==> config.mk <==
export PLATFORM = sky130hd
export DESIGN_NAME = axil_read_seq_flat
export DESIGN_NICKNAME = d
export VERILOG_FILES = /design/src/rtl/axil_read_if.sv /design/src/rtl/axil_read_seq.sv /design/src/flat_wrapper.sv
export SDC_FILE = /design/constraint.sdc
export NUM_CORES = 1
export LEC_CHECK = 0
export CORE_MARGIN = 1
export CORE_UTILIZATION = 50
export CTS_CLUSTER_DIAMETER = 150
export DETAILED_ROUTE_END_ITERATION = 10
export PLACE_DENSITY_LB_ADDON = 0.2
export SYNTH_ARGS = -nofsm -noshare
export SYNTH_HDL_FRONTEND = slang
export SYNTH_SLANG_ARGS = --single-unit
==> constraint.sdc <==
create_clock -name clk -period 5.75 [get_ports clk]
set_input_delay 0.8625 -clock clk [delete_from_list [all_inputs] [get_ports clk]]
set_output_delay 0.8625 -clock clk [all_outputs]
set_load 0.02 [all_outputs]
==> src/rtl/axil_read_if.sv <==
// AXI4-Lite read-only channel bundle (AR + R) between a read master and a slave.
interface axil_read_if #(
    parameter int unsigned ADDR_WIDTH = 16,
    parameter int unsigned DATA_WIDTH = 32
);
    logic [ADDR_WIDTH-1:0] araddr;
    logic [2:0]            arprot;
    logic                  arvalid;
    logic                  arready;
    logic [DATA_WIDTH-1:0] rdata;
    logic [1:0]            rresp;
    logic                  rvalid;
    logic                  rready;

    modport master (
        output araddr, arprot, arvalid, rready,
        input  arready, rdata, rresp, rvalid
    );

    modport slave (
        input  araddr, arprot, arvalid, rready,
        output arready, rdata, rresp, rvalid
    );
endinterface

==> src/rtl/axil_read_seq.sv <==
// Strided multi-beat AXI4-Lite read master with bounded outstanding reads,
// a one-entry output register and a done pulse carrying sticky error status.
module axil_read_seq #(
    parameter int unsigned ADDR_WIDTH      = 16,
    parameter int unsigned DATA_WIDTH      = 32,
    parameter int unsigned ADDR_SHIFT      = 2,
    parameter int unsigned COUNT_WIDTH     = 8,
    parameter int unsigned MAX_OUTSTANDING = 2
) (
    input  logic                   clk,
    input  logic                   rst,

    input  logic                   start_valid,
    output logic                   start_ready,
    input  logic [ADDR_WIDTH-1:0]  start_base,
    input  logic [COUNT_WIDTH-1:0] start_count,
    input  logic [COUNT_WIDTH-1:0] start_stride,

    axil_read_if.master            s_axil,

    output logic [DATA_WIDTH-1:0]  out_data,
    output logic                   out_last,
    output logic                   out_valid,
    input  logic                   out_ready,

    output logic                   done,
    output logic                   done_err
);
    localparam int unsigned OUT_W  = $clog2(MAX_OUTSTANDING + 1);
    localparam int unsigned PROD_W = 2 * COUNT_WIDTH;

    typedef enum logic [1:0] {
        ST_IDLE = 2'd0,
        ST_RUN  = 2'd1,
        ST_FIN  = 2'd2
    } state_t;

    state_t                 state;
    state_t                 state_nxt;

    logic [ADDR_WIDTH-1:0]  base_q;
    logic [COUNT_WIDTH-1:0] count_q;
    logic [COUNT_WIDTH-1:0] stride_q;
    logic [COUNT_WIDTH-1:0] issued;
    logic [COUNT_WIDTH-1:0] received;
    logic [OUT_W-1:0]       outstanding;
    logic                   err;
    logic                   err_nxt;
    logic                   arvalid_q;
    logic [ADDR_WIDTH-1:0]  araddr_q;

    logic                   start_hs;
    logic                   ar_hs;
    logic                   r_hs;
    logic                   last_r;
    logic                   rready_c;
    logic                   ar_want;
    logic [PROD_W-1:0]      offset;
    logic [ADDR_WIDTH-1:0]  word_addr;

    assign start_ready = (state == ST_IDLE);
    assign start_hs    = start_ready && start_valid;
    assign ar_hs       = arvalid_q && s_axil.arready;
    assign rready_c    = (state == ST_RUN) && (outstanding != '0) && (!out_valid || out_ready);
    assign r_hs        = rready_c && s_axil.rvalid;
    assign last_r      = (received == count_q - COUNT_WIDTH'(1));

    // A new AR is only raised from the idle-valid state, giving at most one AR per two cycles
    assign ar_want   = (state == ST_RUN) && !arvalid_q && (issued < count_q)
                       && (outstanding < OUT_W'(MAX_OUTSTANDING));
    assign offset    = PROD_W'(issued) * PROD_W'(stride_q);
    assign word_addr = base_q + ADDR_WIDTH'(offset);

    assign s_axil.araddr  = araddr_q;
    assign s_axil.arprot  = 3'b000;
    assign s_axil.arvalid = arvalid_q;
    assign s_axil.rready  = rready_c;

    // State register
    always_ff @(posedge clk or posedge rst) begin
        if (rst) state <= ST_IDLE;
        else     state <= state_nxt;
    end

    // Next-state logic
    always_comb begin
        state_nxt = state;
        case (state)
            ST_IDLE: if (start_valid) state_nxt = (start_count == '0) ? ST_FIN : ST_RUN;
            ST_RUN:  if (r_hs && last_r) state_nxt = ST_FIN;
            ST_FIN:  state_nxt = ST_IDLE;
            default: state_nxt = ST_IDLE;
        endcase
    end

    // Sticky error: cleared by a new command, set by any non-OKAY response
    always_comb begin
        err_nxt = err;
        if (start_hs)                                 err_nxt = 1'b0;
        else if (r_hs && (s_axil.rresp != 2'b00))     err_nxt = 1'b1;
    end

    // Command capture
    always_ff @(posedge clk or posedge rst) begin
        if (rst) begin
            base_q   <= '0;
            count_q  <= '0;
            stride_q <= '0;
        end else if (start_hs) begin
            base_q   <= start_base;
            count_q  <= start_count;
            stride_q <= start_stride;
        end
    end

    // AR channel: address and valid held until accepted
    always_ff @(posedge clk or posedge rst) begin
        if (rst) begin
            arvalid_q <= 1'b0;
            araddr_q  <= '0;
            issued    <= '0;
        end else if (start_hs) begin
            issued    <= '0;
        end else if (ar_hs) begin
            arvalid_q <= 1'b0;
            issued    <= issued + COUNT_WIDTH'(1);
        end else if (ar_want) begin
            arvalid_q <= 1'b1;
            araddr_q  <= word_addr << ADDR_SHIFT;
        end
    end

    // Reads in flight: accepted ARs not yet answered
    always_ff @(posedge clk or posedge rst) begin
        if (rst) begin
            outstanding <= '0;
        end else begin
            case ({ar_hs, r_hs})
                2'b10:   outstanding <= outstanding + OUT_W'(1);
                2'b01:   outstanding <= outstanding - OUT_W'(1);
                default: outstanding <= outstanding;
            endcase
        end
    end

    // R channel capture into the output register, beat counting and error tracking
    always_ff @(posedge clk or posedge rst) begin
        if (rst) begin
            out_data  <= '0;
            out_valid <= 1'b0;
            out_last  <= 1'b0;
            received  <= '0;
            err       <= 1'b0;
        end else begin
            if (r_hs) begin
                out_data  <= s_axil.rdata;
                out_valid <= 1'b1;
                out_last  <= last_r;
            end else if (out_ready) begin
                out_valid <= 1'b0;
                out_last  <= 1'b0;
            end
            if (start_hs)  received <= '0;
            else if (r_hs) received <= received + COUNT_WIDTH'(1);
            err <= err_nxt;
        end
    end

    // Completion pulse, asserted for the single cycle spent in FIN
    always_ff @(posedge clk or posedge rst) begin
        if (rst) begin
            done     <= 1'b0;
            done_err <= 1'b0;
        end else begin
            done     <= (state_nxt == ST_FIN);
            done_err <= (state_nxt == ST_FIN) && err_nxt;
        end
    end
endmodule

==> src/flat_wrapper.sv <==
// flat-port wrapper written by rule: the top's interface ports become plain ports
module axil_read_seq_flat 
#(
    parameter int unsigned ADDR_WIDTH      = 16,
    parameter int unsigned DATA_WIDTH      = 32,
    parameter int unsigned ADDR_SHIFT      = 2,
    parameter int unsigned COUNT_WIDTH     = 8,
    parameter int unsigned MAX_OUTSTANDING = 2
)
  (clk, rst, start_valid, start_ready, start_base, start_count, start_stride, out_data, out_last, out_valid, out_ready, done, done_err, s_axil_araddr, s_axil_arprot, s_axil_arvalid, s_axil_rready, s_axil_arready, s_axil_rdata, s_axil_rresp, s_axil_rvalid);
  axil_read_if #(.ADDR_WIDTH(ADDR_WIDTH), .DATA_WIDTH(DATA_WIDTH)) s_axil_i ();
  input  logic clk;
  input  logic rst;
  input  logic start_valid;
  output logic start_ready;
  input  logic [ADDR_WIDTH-1:0] start_base;
  input  logic [COUNT_WIDTH-1:0] start_count;
  input  logic [COUNT_WIDTH-1:0] start_stride;
  output logic [DATA_WIDTH-1:0] out_data;
  output logic out_last;
  output logic out_valid;
  input  logic out_ready;
  output logic done;
  output logic done_err;
  output wire logic [$bits(s_axil_i.araddr)-1:0] s_axil_araddr;
  output wire logic [$bits(s_axil_i.arprot)-1:0] s_axil_arprot;
  output wire logic [$bits(s_axil_i.arvalid)-1:0] s_axil_arvalid;
  output wire logic [$bits(s_axil_i.rready)-1:0] s_axil_rready;
  input wire logic [$bits(s_axil_i.arready)-1:0] s_axil_arready;
  input wire logic [$bits(s_axil_i.rdata)-1:0] s_axil_rdata;
  input wire logic [$bits(s_axil_i.rresp)-1:0] s_axil_rresp;
  input wire logic [$bits(s_axil_i.rvalid)-1:0] s_axil_rvalid;
  assign s_axil_araddr = s_axil_i.araddr;
  assign s_axil_arprot = s_axil_i.arprot;
  assign s_axil_arvalid = s_axil_i.arvalid;
  assign s_axil_rready = s_axil_i.rready;
  assign s_axil_i.arready = s_axil_arready;
  assign s_axil_i.rdata = s_axil_rdata;
  assign s_axil_i.rresp = s_axil_rresp;
  assign s_axil_i.rvalid = s_axil_rvalid;
  axil_read_seq #(.ADDR_WIDTH(ADDR_WIDTH), .DATA_WIDTH(DATA_WIDTH), .ADDR_SHIFT(ADDR_SHIFT), .COUNT_WIDTH(COUNT_WIDTH), .MAX_OUTSTANDING(MAX_OUTSTANDING)) u_core (.clk(clk), .rst(rst), .start_valid(start_valid), .start_ready(start_ready), .start_base(start_base), .start_count(start_count), .start_stride(start_stride), .s_axil(s_axil_i), .out_data(out_data), .out_last(out_last), .out_valid(out_valid), .out_ready(out_ready), .done(done), .done_err(done_err));
endmodule
==> impl_metrics.tcl, run 1 <==
set metrics [dict create \
    yosys.area_share.xor_xnor 0.0522 \
    number_of_antenna_violations_at_the_first_check_in_global_routing 0 \
    cp_cell_sequence "nand2_1, fa_1, inv_1, fa_1, inv_1, fa_1, fa_1, inv_1, ha_1, o21ai_1, o21bai_1, or3_1, a21oi_2, nor3_1, o32a_1" \
    layout.area.seq_sq_um 2550 \
    worstSkewPairLatency_ns 0.36 \
    nets_finish 962 \
    netlist_top_cells_area "dfrtp_1 38%, fa_1 14%, nand2_1 9.0%" \
    slew-limit-headroom 0.166 \
    clock-root-buffer "clkbuf_16" \
    multi_input_logic_area_sq_um 3680 \
    synth_edf_count 0 \
    drt_pass1_iterations 4 \
    die-area_sq_um 13900 \
    drv_cap 0 \
    finish.utilization 0.647 \
    worstSetupPathType "reg -> reg" \
    pin_count 130 \
    maximum_root_to_sink_buffer_count 2 \
    setup_total_negative_slack_ns 0 \
    synth_seq_cells 102 \
    dp_cells 964 \
    fp.coreArea_sq_um 12900 \
    cts_buffers 9 \
    postSynthAreaPerCell_sq_um 9.65 \
    post_synth_num_cell_types 50 \
    post_synth_inst_count 696 \
    switching_power_mw 2.23 \
    yosysTopAreaCellShare 0.380 \
    netSwitchingFraction 0.444 \
    critical_path.reg2reg.startpoint "u_core.issued[5]" \
    synth_seq_area_share 0.380 \
    finalNonFillerCells 980 \
    power.ir.vdd_worst_v 0.000306 \
    power_density_nw_per_um2 601 \
    internal-power_mw 2.78 \
    post-dp-hpwl_mm 10.6 \
    post-cts-setup-buffers 0 \
    final-setup-viol-count 0 \
    largest_area_contributor_in_the_synthesized_netlist "dfrtp_1" \
    diodes 0 \
    post_cts_resized 0 \
    synthAdderAreaFrac 0.216 \
    yosysWarningCount 0 \
    cts_tree "done" \
    p_seq_frac 0.267 \
    fin_skew_ns 0.0107 \
    routed-via-count 4971 \
    crit_path_start "u_core.issued[5]" \
    mostFrequentLayoutCell "nand2_1" \
    post_synth_and_or_nand_nor_area_fraction 0.171 \
    comb_power_share 0.613 \
    nFillCells 1068 \
    via_count_of_the_first_global_routing_pass 5283 \
    type_of_destination_of_the_critical_path "register" \
    fraction_of_the_mapped_netlist_area_in_compound_gates 0.0589 \
    cp_common_cell "fa_1" \
    pwr-share-clk 0.120 \
    critPathMaxFanout 11 \
    drt-initial-drc-count 251 \
    synth-async-reset-ratio 1.00 \
    fraction_of_final_layout_cells_with_drive_strength_greater_than_1 0.0705 \
    synth-main-ff-cell "dfrtp_1" \
    track_usage 0.221 \
    final_min_period_over_clock_period 0.791 \
    die-height_um 118 \
    mappedNetlistArea_sq_um 6720 \
    worst_slew_pin_slew_ns 1.25 \
    worst_path_dominant_cell_family "adder cells" \
    worst-path-buf-inv 3 \
    final_max_slew_viol_count 0 \
    detail_route.drc_violations 0 \
    num_rows 41 \
    layout_overhead_on_the_synthesized_area_pct 24.0 \
    arrival_ns 4.79 \
    dieWidth_um 118 \
    worst_ep_required_time_ns 6.00 \
    outcome "finished clean" \
    cts_sinks 102 \
    largest_net_degree_at_the_start_of_global_routing 67 \
    path_clk_slew_ns 0.08 \
    grt_first_pass_wirelength_mm 24.7 \
    route.final.wire_length_mm 14.1 \
    number_of_levels_in_the_clock_h_tree 3 \
    critical_path.max_stage_delay_ns 0.61 \
    post_detailed_route_wirelength_per_cell_um 14.4 \
    ant_nets 0 \
    report.final.hold_viol_count 0 \
    grt_setup_unrepaired "no" \
    leakage_nw 4.00 \
    fmax_ghz 0.220 \
    initial_utilization 0.522 \
    layout.cells.most_common_list "161 x nand2_1, 122 x clkdlybuf4s50_1, 102 x dfrtp_1" \
    cts_hold_buf 0 \
    holdCritPathClass "reg -> reg" \
    worstHoldStart "u_core.out_data[0]" \
    placement.io_buffers 122 \
    synth_top_family_by_area "adder cells" \
    layout_min_cycle_time_ns 4.55 \
    critPathLaunchType "register" \
    slowest_stage "dfrtp_1" \
    grt.overflow.total 0 \
    drt-vias-per-instance 5.07 \
    place.gp.congestion 0.799 \
    muxShareOfSynthArea 0.0467 \
]
synth_stat cells (2+ instances only):
library cell and number:
nand3_1 3, or3_1 2, clkbuf_1 19, mux2_2 27
a211oi_1 2, nand2b_1 2, xor2_1 15, dfrtp_1 102
a21o_1 3, xnor2_1 25, buf_2 5, nor3_1 4
buf_1 3, nand4_1 5, o21bai_1 2, nor4_1 3
o21a_1 4, nand3b_1 2, inv_1 93, nand2_1 161
and2_1 32, fa_1 48, and4_1 3, ha_1 39
nor2_1 26, o211ai_1 2, and3_1 4, a21oi_1 15
buf_4 5, o21ai_0 20
layout make-up:
cell class	count	area share
clock inverters	6	0.00616
multi-input cells	472	0.441
well taps	172	0.0258
clock buffers	10	0.0287
repair buffers	125	0.149
flip-flops and latches	102	0.306
inverters	93	0.0422
worst reg2reg max path, stage by stage (launching register included):
cell      delay (ns)
dfrtp_1         0.61
nand2_1         0.14
fa_1            0.51
inv_1           0.05
fa_1            0.50
inv_1           0.05
fa_1            0.48
fa_1            0.55
inv_1           0.04
ha_1            0.34
o21ai_1         0.10
o21bai_1        0.10
or3_1           0.37
a21oi_2         0.20
nor3_1          0.07
o32a_1          0.34
state kept, by name, indices dropped and copies added (netlist names):
signal	flops
u_core.outstanding	2
u_core.done_err	1
u_core.out_data	32
u_core.out_valid	1
u_core.done	1
u_core.state	2
u_core.stride_q	8
u_core.received	8
u_core.s_axil.arvalid	1
u_core.err	1
u_core.issued	8
u_core.base_q	14
u_core.out_last	1
u_core.count_q	8
u_core.s_axil.araddr	14
per-layer routing:
metal / wire [um] / vias to the layer above / share of wire / track usage
met3: 883 / 23 / 0.062 / 0.0625
met5: 0 / - / 0 / 0
met1: 6160 / 2425 / 0.44 / 0.280
met2: 6850 / 135 / 0.48 / 0.363
met4: 247 / 0 / 0.017 / 0.0745
li1: - / 2388 / - / -
cells by family after synthesis:
logic type / after synthesis
AND/OR/NAND/NOR: 252
flip-flops: 102
XOR/XNOR: 40
buffers and inverters: 126
multiplexers: 28
other: 1
AO/OA/AOI/OAI: 60
adder cells (fa/ha/maj): 87
final timing paths:
| path | slack (ns) | to | cells after the start |
|---|---|---|---|
| max | 1.20 | u_core.s_axil.araddr[14] | 15 |
| min | 0.48 | u_core.out_data[0] | 2 |
| max reg2reg | 1.20 | u_core.s_axil.araddr[14] | 15 |
| min reg2reg | 0.48 | u_core.out_data[0] | 2 |
| max in group asynchronous | 3.73 | u_core.received[2] | 3 |
| min in group asynchronous | 1.01 | u_core.base_q[10] | 2 |
stage by stage:
stage / cell area [sq um] / hold slack [ns] / worst slack, ns / power (mW)
global placement: 8040 / 0.457 / 1.28 / 4.31
floorplan: 6730 / 0.452 / 1.43 / 3.55
detailed placement: 8040 / 0.462 / 1.21 / 4.44
CTS: 8330 / 0.481 / 1.19 / 5.08
global route: 8330 / 0.499 / 0.972 / 5.53
finish: 8330 / 0.476 / 1.20 / 5.01
power groups by stage:
stage                     Sequential [mW]  Combinational, mW  Clock, mW
final                                1.34               3.07      0.603
after global routing                 1.39               3.49      0.649
after CTS                            1.34               3.12      0.617
after detailed placement             1.35               3.09          0
after global placement               1.33               2.98          0
after floorplan                      1.44               2.11          0
(Power assumes the default switching activity.)
==> inputs of run 2 (changes only) <==
CORE_UTILIZATION = 48   (was 50)
clock period = 3.7 ns   (was 5.75 ns; I/O delays follow)
==> impl_metrics.tcl, run 2 (same netlist as run 1, synthesis figures left out) <==
set metrics [dict create \
    fin_skew_ns 0.0104 \
    fraction_of_final_layout_cells_with_drive_strength_greater_than_1 0.190 \
    diodes 0 \
    dieWidth_um 120 \
    worst_path_dominant_cell_family "adder cells" \
    drv_cap 0 \
    holdCritPathClass "reg -> reg" \
    critical_path.reg2reg.startpoint "u_core.issued[3]" \
    cp.depth 15 \
    routed-via-count 5094 \
    post-dp-hpwl_mm 11.0 \
    cp_common_cell "fa_1" \
    detail_route.drc_violations 0 \
    outcome "finished with violations" \
    via_count_of_the_first_global_routing_pass 5434 \
    power_density_nw_per_um2 1040 \
    worst-path-buf-inv 3 \
    initial_utilization 0.499 \
    final_min_period_over_clock_period 1.10 \
    grt_first_pass_wirelength_mm 25.1 \
    critPathLaunchType "register" \
    dp_cells 1013 \
    finish.utilization 0.675 \
    die-height_um 120 \
    p_seq_frac 0.217 \
    ant_nets 0 \
    worst_ep_required_time_ns 3.93 \
    drt_pass1_iterations 4 \
    drt-vias-per-instance 4.90 \
    pin_count 130 \
    failed_checks "setup timing" \
    grt_setup_unrepaired "yes" \
    rrSetupSlack_ns -0.35 \
    die-area_sq_um 14500 \
    arrival_ns 4.29 \
    path_clk_slew_ns 0.08 \
    layout_overhead_on_the_synthesized_area_pct 35.2 \
    pwr-share-clk 0.107 \
    netSwitchingFraction 0.422 \
    reg2reg_to "u_core.s_axil.araddr[14]" \
    nets_finish 1017 \
    layout.cells.most_common_list "158 x nand2_1, 122 x clkdlybuf4s50_1, 89 x dfrtp_1" \
    cts_tree "done" \
    fmax_ghz 0.247 \
    cts_sinks 102 \
    worstSetupPathType "reg -> reg" \
    cp_cell_sequence "buf_6, and2_4, fa_1, fa_1, ha_1, inv_2, fa_1, inv_2, ha_4, a211oi_4, o21bai_2, or3_4, a21oi_4, nor3_1, o32a_1" \
    crit_path_start "u_core.issued[3]" \
    final_max_slew_viol_count 0 \
    grt.overflow.total 0 \
    type_of_destination_of_the_critical_path "register" \
    layout_min_cycle_time_ns 4.05 \
    leakage_nw 4.31 \
    largest-register "u_core.out_data" \
    crit_path_end "u_core.s_axil.araddr[14]" \
    worst_slew_pin_slew_ns 0.813 \
    number_of_antenna_violations_at_the_first_check_in_global_routing 0 \
    report.final.hold_viol_count 0 \
    largest_register_ffs 32 \
    route.final.wire_length_mm 14.8 \
    slew-limit-headroom 0.458 \
    internal-power_mw 5.45 \
    clock-root-buffer "clkbuf_16" \
    num_rows 42 \
    fin_hold_ws_ns 0.477 \
    power.ir.vdd_worst_v 0.000676 \
    worstSkewPairLatency_ns 0.36 \
    number_of_levels_in_the_clock_h_tree 3 \
    rr_worst_depth 15 \
    maximum_root_to_sink_buffer_count 2 \
    nFillCells 1079 \
    finalNonFillerCells 1039 \
    place.gp.congestion 0.832 \
    setup_total_negative_slack_ns -1.52 \
    pre_cts_slack_ns -0.422 \
    track_usage 0.222 \
    comb_power_share 0.677 \
    final.setup.worst_slack_ns -0.354 \
    largest_net_degree_at_the_start_of_global_routing 57 \
    placement.io_buffers 122 \
    critPathMaxFanout 5 \
    mostFrequentLayoutCell "nand2_1" \
    switching_power_mw 3.98 \
    drt-initial-drc-count 176 \
    post_detailed_route_wirelength_per_cell_um 14.3 \
    critical_path.max_stage_delay_ns 0.50 \
    cts_buffers 9 \
    final-setup-viol-count 7 \
    slowest_stage "fa_1" \
    fp.coreArea_sq_um 13500 \
]
[run 2: stage by stage]
stage	power [mW]	cell area (sq um)
final	9.43	9080
after global placement	7.78	8550
after CTS	9.26	8960
after global routing	10.3	9080
after detailed placement	7.96	8550
after floorplan	6.06	6940
[run 2: timing repair]
item | in CTS | in global routing
pin swaps | 6 | 14
hold buffers | 0 | 0
setup buffers | 2 | 8
endpoints found under the setup margin | 7 | 7
resized for setup | 26 | 16
[run 2: worst min-delay path by stage]
stage	from	slack, ns	end	cells after the start
floorplan	u_core.err	0.45	u_core.err	2
global placement	u_core.out_data[6]	0.46	u_core.out_data[6]	2
detailed placement	u_core.out_data[26]	0.46	u_core.out_data[26]	2
CTS	u_core.out_data[6]	0.48	u_core.out_data[6]	2
global route	u_core.out_data[10]	0.49	u_core.out_data[10]	2
finish	u_core.out_data[26]	0.48	u_core.out_data[26]	2
[run 2: cell type report]
class                   instances  area, sq um  share of cell area
repair buffers                180         1700               0.187
flip-flops and latches        102         2570               0.283
inverters                      93          352              0.0387
clock buffers                  10          239              0.0263
multi-input cells             472         3920               0.432
well taps                     176          220              0.0242
clock inverters                 6         77.6             0.00854
[run 2: tightest hold or removal path, cell delays in order (launching register included)]
cell and delay [ns]:
dfrtp_1 0.34, nand2_1 0.05, nand2_1 0.05
[run 2: power groups by stage]
| stage | sequential [mW] | combinational (mW) | clock [mW] |
|---|---|---|---|
| after detailed placement | 2.05 | 5.91 | 0 |
| after global placement | 2.03 | 5.76 | 0 |
| final | 2.04 | 6.38 | 1.00 |
| after CTS | 2.05 | 6.18 | 1.03 |
| after floorplan | 2.25 | 3.81 | 0 |
| after global routing | 2.11 | 7.12 | 1.07 |
[run 2: routing by layer]
layer | global-route usage | vias up | wire length, um | part of all wire
li1 | - | 2488 | - | -
met1 | 0.262 | 2491 | 6230 | 0.42
met2 | 0.398 | 103 | 7770 | 0.52
met3 | 0.0571 | 12 | 696 | 0.047
met4 | 0.0571 | 0 | 132 | 0.0089
met5 | 0 | - | 0 | 0
==> inputs of run 3 (changes only) <==
SLEW_MARGIN = 5   (was unset)
==> results of run 3 <==
Same layout as run 2: the final DEF is identical, and so are final timing and power.
